### config.mk
export PLATFORM = sky130hd
export DESIGN_NAME = queue_packer
export DESIGN_NICKNAME = d
export VERILOG_FILES = /design/src/rtl/queue_packer.sv
export SDC_FILE = /design/constraint.sdc
export NUM_CORES = 1
export LEC_CHECK = 0
export CORE_MARGIN = 8
export CORE_UTILIZATION = 50
export CTS_BUF_LIST = sky130_fd_sc_hd__clkbuf_4 sky130_fd_sc_hd__clkbuf_8
export DETAILED_ROUTE_END_ITERATION = 8
export PLACE_DENSITY = 0.82
export SYNTH_ARGS = -nofsm -noshare
export SYNTH_HDL_FRONTEND = slang
export SYNTH_SLANG_ARGS = --single-unit
### constraint.sdc
create_clock -name clk -period 1.8 [get_ports clk]
set_input_delay 0.27 -clock clk [delete_from_list [all_inputs] [get_ports clk]]
set_output_delay 0.27 -clock clk [all_outputs]
set_load 0.05 [all_outputs]
### src/rtl/queue_packer.sv
// Pops entries from the nibble queue and packs RATIO of them into one wide word,
// presented on a registered valid/ready port; flush closes a partial word early.
module queue_packer #(
    parameter int DATA_WIDTH = 4,
    parameter int RATIO      = 4,
    localparam int CW        = $clog2(RATIO + 1)
) (
    input  logic                        clk,
    input  logic                        rst,
    input  logic                        in_valid,
    input  logic [DATA_WIDTH-1:0]       in_data,
    output logic                        in_deq,
    input  logic                        flush,
    output logic                        out_valid,
    input  logic                        out_ready,
    output logic [DATA_WIDTH*RATIO-1:0] out_data,
    output logic [CW-1:0]               out_count,
    output logic                        dbg_state_o
);

    localparam int WW = DATA_WIDTH * RATIO;

    typedef enum logic {
        FILL = 1'b0,
        HOLD = 1'b1
    } state_t;

    state_t          state_q, state_d;
    logic [CW-1:0]   cnt_q, cnt_d;
    logic [WW-1:0]   acc_q, acc_d;
    logic            out_valid_q, out_valid_d;
    logic [WW-1:0]   out_data_q, out_data_d;
    logic [CW-1:0]   out_count_q, out_count_d;

    logic            slot_free;
    logic            accept;
    logic            load;
    logic [WW-1:0]   load_word;
    logic [CW-1:0]   load_count;

    // Output register is free if empty or being drained on this edge.
    assign slot_free = !out_valid_q || out_ready;

    always_comb begin
        state_d     = state_q;
        cnt_d       = cnt_q;
        acc_d       = acc_q;
        in_deq      = 1'b0;
        accept      = 1'b0;
        load        = 1'b0;
        load_word   = '0;
        load_count  = '0;

        case (state_q)
            FILL: begin
                in_deq = in_valid;
                accept = in_valid && in_deq;
                for (int i = 0; i < RATIO; i++) begin
                    if (accept && cnt_q == CW'(i)) begin
                        acc_d[i*DATA_WIDTH +: DATA_WIDTH] = in_data;
                    end
                end
                if (accept && cnt_q == CW'(RATIO - 1)) begin
                    if (slot_free) begin
                        load       = 1'b1;
                        load_word  = acc_d;
                        load_count = CW'(RATIO);
                        cnt_d      = '0;
                        acc_d      = '0;
                    end else begin
                        // Full word parked in acc until the output slot frees up.
                        cnt_d   = CW'(RATIO);
                        state_d = HOLD;
                    end
                end else if (flush && (cnt_q != '0 || accept)) begin
                    if (slot_free) begin
                        // acc is cleared after every load, so unused lanes read zero.
                        load       = 1'b1;
                        load_word  = acc_d;
                        load_count = cnt_q + CW'(accept);
                        cnt_d      = '0;
                        acc_d      = '0;
                    end else begin
                        cnt_d = cnt_q + CW'(accept);
                    end
                end else begin
                    cnt_d = cnt_q + CW'(accept);
                end
            end
            HOLD: begin
                if (slot_free) begin
                    load       = 1'b1;
                    load_word  = acc_q;
                    load_count = CW'(RATIO);
                    cnt_d      = '0;
                    acc_d      = '0;
                    state_d    = FILL;
                end
            end
            default: state_d = FILL;
        endcase

        out_valid_d = out_valid_q;
        out_data_d  = out_data_q;
        out_count_d = out_count_q;
        if (load) begin
            out_valid_d = 1'b1;
            out_data_d  = load_word;
            out_count_d = load_count;
        end else if (out_ready) begin
            out_valid_d = 1'b0;
        end
    end

    always_ff @(posedge clk or negedge rst) begin
        if (!rst) begin
            state_q     <= FILL;
            cnt_q       <= '0;
            acc_q       <= '0;
            out_valid_q <= 1'b0;
            out_data_q  <= '0;
            out_count_q <= '0;
        end else begin
            state_q     <= state_d;
            cnt_q       <= cnt_d;
            acc_q       <= acc_d;
            out_valid_q <= out_valid_d;
            out_data_q  <= out_data_d;
            out_count_q <= out_count_d;
        end
    end

    assign out_valid   = out_valid_q;
    assign out_data    = out_data_q;
    assign out_count   = out_count_q;
    assign dbg_state_o = state_q;

endmodule
==> flow_summary_export.csv, run 1 <==
group,metric,value,unit
run_status,outcome,"completed",
power_and_ir_drop,seq_power_share,29.7,%
placed_design,place_ws,-0.4320,ns
drt,wl_per_cell,17.80,um
setup_path,cp.arrival,1.95,ns
sta,fin_ws,0.03825,ns
synthesis,ys_warn_count,0,
drt,remaining_drc_errors,0,
cts,clockBufferDepth,2,
synthesis,syn_area,0.002083,mm^2
hold_path,min_path_type,"in -> async",
setup_path,required,1.99,ns
layout,antennaDiodeCount,0,
sta,slew_headroom,61.04,%
cts,cts.sinks,40,
synthesis,seq_area_frac_synth,48.05,%
power_and_ir_drop,power.switching,2.329,mW
power_and_ir_drop,fin_total_pwr,5.222,mW
placed_design,gp_congestion,0.9650,
power_and_ir_drop,p_comb_share,55.2,%
sta,slew_violations,0,
power_and_ir_drop,ir_drop,1.112,mV
floorplanning,pin_count,31,
setup_path,slowest_delay,0.40,ns
drt,dr.pass1.iters,4,
layout,nFillCells,301,
sta,fin_crit,1.762,ns
synthesis,synth_edf_count,0,
setup_path,critical_path.cell_chain,"buf_4, buf_6, and4bb_4, mux2i_4, nor4_2, a211o_1",
synthesis,synth_async_sr_flop_share,100.0,%
cts,cts-root-buf,"clkbuf_8",
global_routing,antenna_found_initial,0,
floorplanning,fp-row-count,23,
power_and_ir_drop,powerDensity,1827,mW/mm^2
layout,fin_util,71.47,%
cts,cts_tree,"built",
drt,drt-initial-drc-count,198,
sta,finClkSkew,0.003746,ns
global_routing,first_global_vias,1975,
cts,numCtsBuffers,5,
synthesis,yosys.area.top_type,"dfrtp_1",
synthesis,syn_area_per_cell,9.513,um^2
cts,clock_latency,0.30,ns
layout,drive_gt1_share,30.22,%
floorplanning,dieArea,0.006488,mm^2
floorplanning,die_h,80.55,um
layout,mostFrequentLayoutCells,"50 x buf_4, 41 x nor2_1, 39 x dfrtp_1",
sta,layout_worst_path_cycle_share,97.88,%
flow_run,drv_cap,0,
synthesis,synth_top_area_share,48.05,%
synthesis,synth_area_leaders,"dfrtp_1 48%, nor2_1 7.6%, a21oi_1 4.6%",
synthesis,synth_seq_cells,40,
layout,final_common_cell,"buf_4",
floorplanning,die_w,80.55,um
power_and_ir_drop,p_clk_share,15.1,%
power_and_ir_drop,p_sw_share,44.60,%
power_and_ir_drop,p_int,2.893,mW
floorplanning,initial_core_util,52.08,%
power_and_ir_drop,p_leak,1.284,nW
sta,setup_violations,0,
cts,clk_pin_slew,0.08,ns
floorplanning,core,0.004000,mm^2
setup_path,worst_setup_path_start_kind,"flop",
drt,antenna_left,0,
synthesis,synthFlopType,"dfrtp_1",
drt,routed_via_density,6.024,
global_routing,grt_pass1_wl,9611,um
sta,worst_slew_pin_slew,0.5845,ns
cts,cts_max_level,2,
layout,multi_input_area,0.001035,mm^2
drt,vias,1976,
placed_design,dp_hpwl,4212,um
placed_design,io_buffers,30,
sta,grt_setup_unrepaired,"true",
global_routing,grt_start_max_net_pins,25,
layout,nets,288,
sta,clock.fmax,567.6,MHz
synthesis,synth_nets,230,
sta,hold_viol,0,
global_routing,grt.total_usage,18.89,%
layout,syn2layout_area_growth,37.24,%
setup_path,crit_path_max_fanout,12,
layout,ff_latch_area,0.001002,mm^2
global_routing,overflow,0,
setup_path,critPathCaptureType,"flop",
setup_path,slowest_stage,"dfrtp_1",
setup_path,r2r_slack,0.04,ns
drt,routed_wl,5837,um
synthesis,synth_cell_types,46,
synthesis,synth_cells,219,
setup_path,worstSetupPathType,"reg -> reg",
kinds of logic (layout without fill, tap and decap cells):
kind of cell / Yosys count / count (layout) / share of synthesized area, %
muxes: 1 / 1 / 0.4805
DFF: 40 / 40 / 48.05
xor gates and xnor gates: 1 / 1 / 0.4205
adders and majority gates: 2 / 2 / 1.201
and+or+nand+nor: 91 / 91 / 22.04
AOI/OAI and AO/OA: 63 / 63 / 22.76
buffers and inverters: 21 / 80 / 5.045
cells in the mapped netlist (2+ instances only):
| library cell | number |
|---|---|
| a21oi_1 | 19 |
| a221o_1 | 3 |
| a22o_1 | 2 |
| a31oi_1 | 5 |
| a32o_1 | 4 |
| and3_1 | 4 |
| buf_1 | 4 |
| buf_2 | 6 |
| buf_6 | 2 |
| clkbuf_1 | 6 |
| dfrtp_1 | 40 |
| ha_1 | 2 |
| nand2_1 | 12 |
| nand2b_1 | 2 |
| nand3_1 | 3 |
| nor2_1 | 42 |
| nor2b_1 | 2 |
| nor4_1 | 15 |
| nor4bb_1 | 2 |
| o21a_1 | 4 |
| o21ai_0 | 9 |
| o22a_2 | 3 |
| o32ai_1 | 5 |
routing by layer:
metal	vias to the layer above	GRT usage (%)	part of all wire, %
met4	0	11.45	3.0
met1	980	22.23	42
met3	17	3.571	3.7
met5	-	0	0
li1	926	-	-
met2	53	31.03	51
final cells by class:
type	instances	share of cell area [%]
inverter	2	0.2626
multi-input combinational	158	36.19
clock buffer	6	2.888
timing repair buffer	70	22.06
clock inverter	2	1.357
sequential	40	35.05
tap	50	2.188
power by group through the flow:
stage | sequential (mW) | clock, mW | combinational (mW)
4_1_cts | 1.55 | 0.797 | 2.81
6_report | 1.55 | 0.788 | 2.88
3_5_place_dp | 1.56 | 0 | 2.79
5_1_grt | 1.60 | 0.840 | 3.07
3_3_place_gp | 1.55 | 0 | 2.72
2_1_floorplan | 2.26 | 0 | 1.06
per-stage QoR:
step | hold slack, ns | instance area, um^2 | instances | TNS [ns]
floorplan | -0.02559 | 2092 | 219 | -0.08953
global placement | 0.2891 | 2675 | 319 | -9.606
detailed placement | 0.2949 | 2675 | 319 | -10.69
CTS | 0.5090 | 2809 | 328 | 0
global route | 0.5273 | 2859 | 328 | -0.2425
finish | 0.5061 | 2859 | 328 | 0
critical path, delay by kind of cell (launching register included):
family                 cells  cell delay, ns
AO/OA/AOI/OAI              1            0.26
buffers and inverters      2            0.29
flip-flops                 1            0.40
multiplexers               1            0.26
AND/OR/NAND/NOR            2            0.45
path summary, 6_finish.rpt:
| check | start | end | cells past startpoint |
|---|---|---|---|
| max | cnt_q[1] | out_data[4] | 6 |
| min reg2reg | out_data[4] | out_data[4] | 1 |
| min in group clk | out_data[4] | out_data[4] | 1 |
| max in group asynchronous | rst | acc_q[4] | 3 |
| max reg2reg | cnt_q[1] | out_data[4] | 6 |
| min | rst | acc_q[6] | 2 |
registers in the layout, indices dropped and copies added (netlist names):
register	count
out_data	16
dbg_state_o	1
out_count	3
cnt_q	3
out_valid	1
acc_q	16
timing repair:
action                                 4_1_cts  5_1_grt
hold buffers                                 1        0
setup buffers                                1        0
gates resized for setup                      3        9
pin swaps                                    3        1
setup endpoints to repair                   18       20
endpoints found under the hold margin       23        0
(Power assumes the default switching activity.)
==> run 2: changes to the inputs <==
- CORE_UTILIZATION: 50 -> 56
- DONT_BUFFER_PORTS: not set -> 1
- PLACE_DENSITY: 0.82 -> 0.79
==> flow_summary_export.csv, run 2 (synthesis results as in run 1) <==
group,metric,value,unit
power_and_ir_drop,seq_power_share,48.8,%
floorplanning,core,0.003606,mm^2
cts,cts_max_level,2,
floorplanning,dieArea,0.005927,mm^2
setup_path,critPathCaptureType,"flop",
power_and_ir_drop,p_leak,1.116,nW
sta,worst_slew_pin_slew,0.6338,ns
sta,slew_headroom,57.70,%
setup_path,cp.arrival,1.98,ns
global_routing,antenna_found_initial,0,
sta,setup_violations,4,
run_status,violations,"negative setup slack",
global_routing,grt.total_usage,19.00,%
cts,cts-root-buf,"clkbuf_8",
power_and_ir_drop,fin_total_pwr,4.761,mW
layout,syn2layout_area_growth,21.62,%
floorplanning,die_w,76.99,um
sta,slew_violations,0,
drt,vias,1932,
global_routing,overflow,0,
power_and_ir_drop,power.switching,2.243,mW
cts,numCtsBuffers,5,
drt,routed_wl,5759,um
setup_path,worstSetupPathType,"reg -> reg",
floorplanning,die_h,76.99,um
power_and_ir_drop,powerDensity,1879,mW/mm^2
sta,hold_viol,0,
cts,clockBufferDepth,2,
floorplanning,pin_count,31,
placed_design,io_buffers,0,
power_and_ir_drop,ir_drop,1.095,mV
sta,clock.fmax,547.6,MHz
layout,nets,256,
layout,multi_input_area,0.001042,mm^2
sta,fin_crit,1.826,ns
setup_path,r2r_cells,5,
floorplanning,initial_core_util,57.77,%
sta,layout_worst_path_cycle_share,101.4,%
layout,final_common_cell,"nor2_1",
drt,remaining_drc_errors,0,
placed_design,gp_congestion,0.9403,
drt,wl_per_cell,19.59,um
global_routing,grt_start_max_net_pins,41,
global_routing,first_global_vias,1848,
placed_design,dp.cells,277,
drt,drt-initial-drc-count,221,
setup_path,required,1.95,ns
flow_run,drv_cap,0,
sta,finClkSkew,0.006256,ns
cts,clk_pin_slew,0.08,ns
hold_path,min_path_cells,1,
run_status,outcome,"finished with violations",
power_and_ir_drop,p_sw_share,47.11,%
setup_path,crit_path_max_fanout,5,
sta,fin_ws,-0.02608,ns
global_routing,grt_pass1_wl,9252,um
drt,routed_via_density,6.571,
hold_path,min_path_type,"in -> reg",
power_and_ir_drop,p_int,2.518,mW
cts,cts_tree,"built",
layout,nFillCells,267,
cts,cts.sinks,40,
power_and_ir_drop,p_comb_share,35.6,%
placed_design,dp_hpwl,3865,um
drt,dr.pass1.iters,7,
layout,antennaDiodeCount,0,
layout,drive_gt1_share,27.64,%
cts,clock_latency,0.30,ns
drt,antenna_left,0,
layout,finalNonFillerCells,294,
floorplanning,fp-row-count,22,
layout,fin_util,70.26,%
layout,mostFrequentLayoutCells,"40 x nor2_1, 37 x dfrtp_1, 34 x buf_4",
power_and_ir_drop,p_clk_share,15.5,%
setup_path,worst_setup_path_start_kind,"flop",
layout,ff_latch_area,0.001005,mm^2
sta,grt_setup_unrepaired,"true",
==> run 2: metrics by stage <==
step	setup slack, ns	hold WS, ns	TNS (ns)	area [um^2]
floorplan	-0.02758	-0.02559	-0.08953	2092
global placement	0.03168	-0.02435	0	2272
detailed placement	-0.04826	-0.02476	-0.4083	2272
CTS	0.001694	0.1085	0	2461
global route	-0.1294	0.1029	-0.8929	2534
finish	-0.02608	0.1075	-0.06267	2534
==> run 2: critical path, stage by stage (launching register included) <==
cell	delay, ns
dfrtp_2	0.44
buf_4	0.15
and4b_1	0.21
buf_4	0.18
nor4_1	0.56
a21oi_1	0.14
==> run 2: final timing paths <==
check                           startpoint      endpoint  slack, ns
min in group asynchronous              rst  out_data[11]       0.42
worst min-delay path            in_data[3]     acc_q[15]       0.11
worst max register to register    cnt_q[0]  out_count[2]      -0.03
worst max-delay path              cnt_q[0]  out_count[2]      -0.03
max in group asynchronous              rst      cnt_q[0]       1.16
worst min register to register   acc_q[15]     acc_q[15]       0.53
==> run 2: layer usage <==
| metal | part of all wire [%] | wire, um | track usage [%] | up-vias |
|---|---|---|---|---|
| met3 | 9.3 | 536 | 6.177 | 21 |
| met5 | 0 | 0 | 0 | - |
| met4 | 2.3 | 134 | 8.302 | 0 |
| met2 | 50 | 2866 | 30.42 | 109 |
| met1 | 39 | 2221 | 22.79 | 938 |
| li1 | - | - | - | 864 |
==> run 2: power groups by stage <==
stage,combinational [mW],clock (mW),sequential (mW)
2_1_floorplan,1.06,0,2.26
3_3_place_gp,1.40,0,2.33
3_5_place_dp,1.46,0,2.35
4_1_cts,1.56,0.745,2.33
5_1_grt,1.85,0.778,2.38
6_report,1.70,0.739,2.33
==> run 2: area by class of cell <==
type                            count  area share [%]
Multi-Input combinational cell    158           41.14
Sequential cell                    40           39.65
Timing Repair Buffer               38           12.15
Clock buffer                        6           3.012
Tap cell                           48           2.370
Clock inverter                      2           1.383
Inverter                            2          0.2963
==> run 2: repair_timing <==
item / CTS / global route
pin swaps: 2 / 6
hold endpoints to repair: 40 / 0
cloned: 0 / 0
resized for setup: 5 / 11
hold buffers: 2 / 0
buffers inserted: 4 / 4
setup endpoints to repair: 20 / 27
==> run 3: changes to the inputs <==
- CORE_UTILIZATION: 56 -> 50
- PLACE_DENSITY: 0.79 -> 0.7
- SLEW_MARGIN: not set -> 40
- clock period: 1.8 -> 1.7 ns (I/O delays scaled with it)
==> flow_summary_export.csv, run 3 (synthesis results as in run 1) <==
group,metric,value,unit
run_status,outcome,"finished with violations",
run_status,violations,"negative setup slack",
drt,antenna_left,0,
floorplanning,core,0.004000,mm^2
setup_path,path_delay_family,"compound AO/OA/AOI/OAI gates",
setup_path,critPathBufInv,0,
cts,numCtsBuffers,5,
cts,cts_max_level,2,
hold_path,min_path_type,"in -> reg",
sta,layout_worst_path_cycle_share,103.5,%
global_routing,first_global_vias,1891,
drt,wl_per_cell,21.12,um
layout,final_common_cell,"dfrtp_1",
setup_path,worst_setup_path_start_kind,"flop",
setup_path,r2r_slack,-0.06,ns
placed_design,io_buffers,0,
setup_path,r2r_cells,4,
power_and_ir_drop,p_leak,1.182,nW
setup_path,critical_path.cell_chain,"o41a_4, o31a_4, o22a_2, o21a_1",
cts,cts-root-buf,"clkbuf_8",
layout,ff_latch_area,0.001008,mm^2
cts,cts.sinks,40,
setup_path,slowest_delay,0.52,ns
sta,slew_headroom,62.98,%
hold_path,hold_start,"in_data[3]",
sta,whs,0.09521,ns
global_routing,grt_start_max_net_pins,41,
layout,syn2layout_area_growth,35.80,%
sta,worst_slew_pin_slew,0.5553,ns
setup_path,required,1.89,ns
floorplanning,initial_core_util,52.08,%
placed_design,dp_hpwl,4007,um
drt,routed_wl,6273,um
sta,clock.fmax,568.5,MHz
hold_path,min_path_cells,1,
cts,clock_latency,0.30,ns
floorplanning,dieArea,0.006488,mm^2
sta,slew_violations,0,
drt,remaining_drc_errors,0,
floorplanning,pin_count,31,
sta,fin_ws,-0.05886,ns
flow_run,drv_cap,0,
drt,drt-initial-drc-count,161,
layout,nets,257,
power_and_ir_drop,ir_drop,1.258,mV
setup_path,critPathCaptureType,"flop",
setup_path,r2r_end,"out_data[10]",
layout,multi_input_area,0.001225,mm^2
drt,vias,1934,
global_routing,overflow,0,
setup_path,slowest_stage,"o41a_4",
setup_path,timing.rr.start,"cnt_q[1]",
layout,nFillCells,278,
sta,finClkSkew,0.01119,ns
hold_path,hold_path_end,"acc_q[15]",
sta,hold_viol,0,
sta,fin_setup_tns,-0.4504,ns
floorplanning,fp-row-count,23,
cts,clockBufferDepth,2,
power_and_ir_drop,powerDensity,2021,mW/mm^2
cts,clk_pin_slew,0.08,ns
global_routing,grt.total_usage,19.17,%
floorplanning,die_h,80.55,um
placed_design,gp_congestion,0.9799,
layout,mostFrequentLayoutCells,"36 x dfrtp_1, 32 x nor2_1, 27 x buf_4",
setup_path,cp.arrival,1.94,ns
sta,grt_setup_unrepaired,"true",
setup_path,crit_path_max_fanout,6,
global_routing,grt_pass1_wl,9701,um
global_routing,antenna_found_initial,0,
setup_path,worstSetupPathType,"reg -> reg",
sta,setup_violations,14,
layout,antennaDiodeCount,0,
layout,drive_gt1_share,38.46,%
drt,dr.pass1.iters,5,
cts,cts_tree,"built",
floorplanning,die_w,80.55,um
drt,routed_via_density,6.512,
sta,fin_crit,1.759,ns
placed_design,place_ws,-0.1244,ns
==> run 3: power breakdown <==
group	internal [mW]	switching, mW	leakage (nW)
clock network	0.603	0.347	0.0688
registers	1.34	1.17	0.503
logic	1.16	1.09	0.610
total	3.11	2.61	1.18
==> run 3: layout make-up <==
cell class | count | area share, %
clock buffers | 6 | 2.698
clock inverters | 2 | 2.123
inverters | 2 | 0.3981
multi-input cells | 158 | 43.30
flip-flops and latches | 40 | 35.65
well taps | 50 | 2.211
repair buffers | 39 | 13.62
==> run 3: worst max-delay path by stage <==
stage                         from  slack [ns]      endpoint  cells past startpoint
final                     cnt_q[1]       -0.06  out_data[10]                      4
after global routing      cnt_q[1]       -0.09      acc_q[3]                      5
after CTS                 cnt_q[1]       -0.05   out_data[4]                      6
after detailed placement  cnt_q[2]       -0.12      acc_q[4]                      4
after global placement    cnt_q[1]       -0.05   out_data[7]                      6
after floorplan           cnt_q[0]       -0.04  out_data[11]                      6
==> run 3: worst register-to-register path, cell delays in order (launching register included) <==
cell and delay, ns:
dfrtp_2 0.45, o41a_4 0.52, o31a_4 0.35, o22a_2 0.23
o21a_1 0.10
==> run 3: what timing repair did <==
item	CTS	global route
setup endpoints to repair	27	35
setup buffers	4	3
endpoints found under the hold margin	40	0
cloned	0	1
pin swaps	9	16
hold buffers	2	0
gates resized for setup	17	42
==> run 3: per-stage QoR <==
stage	instances	utilization, %	instance area, um^2	power, mW
after CTS	294	65.22	2609	5.297
after global routing	297	70.72	2829	5.989
final	297	70.72	2829	5.718
after global placement	281	58.37	2335	4.071
after detailed placement	281	58.37	2335	4.164
after floorplan	219	-	2107	3.538
==> run 3: per-layer routing <==
metal	GRT usage (%)	vias to the layer above	part of all wire, %
met5	0	-	0
met4	9.818	0	3.0
met3	4.688	19	8.2
met2	31.11	98	51
met1	22.90	956	38
li1	-	861	-
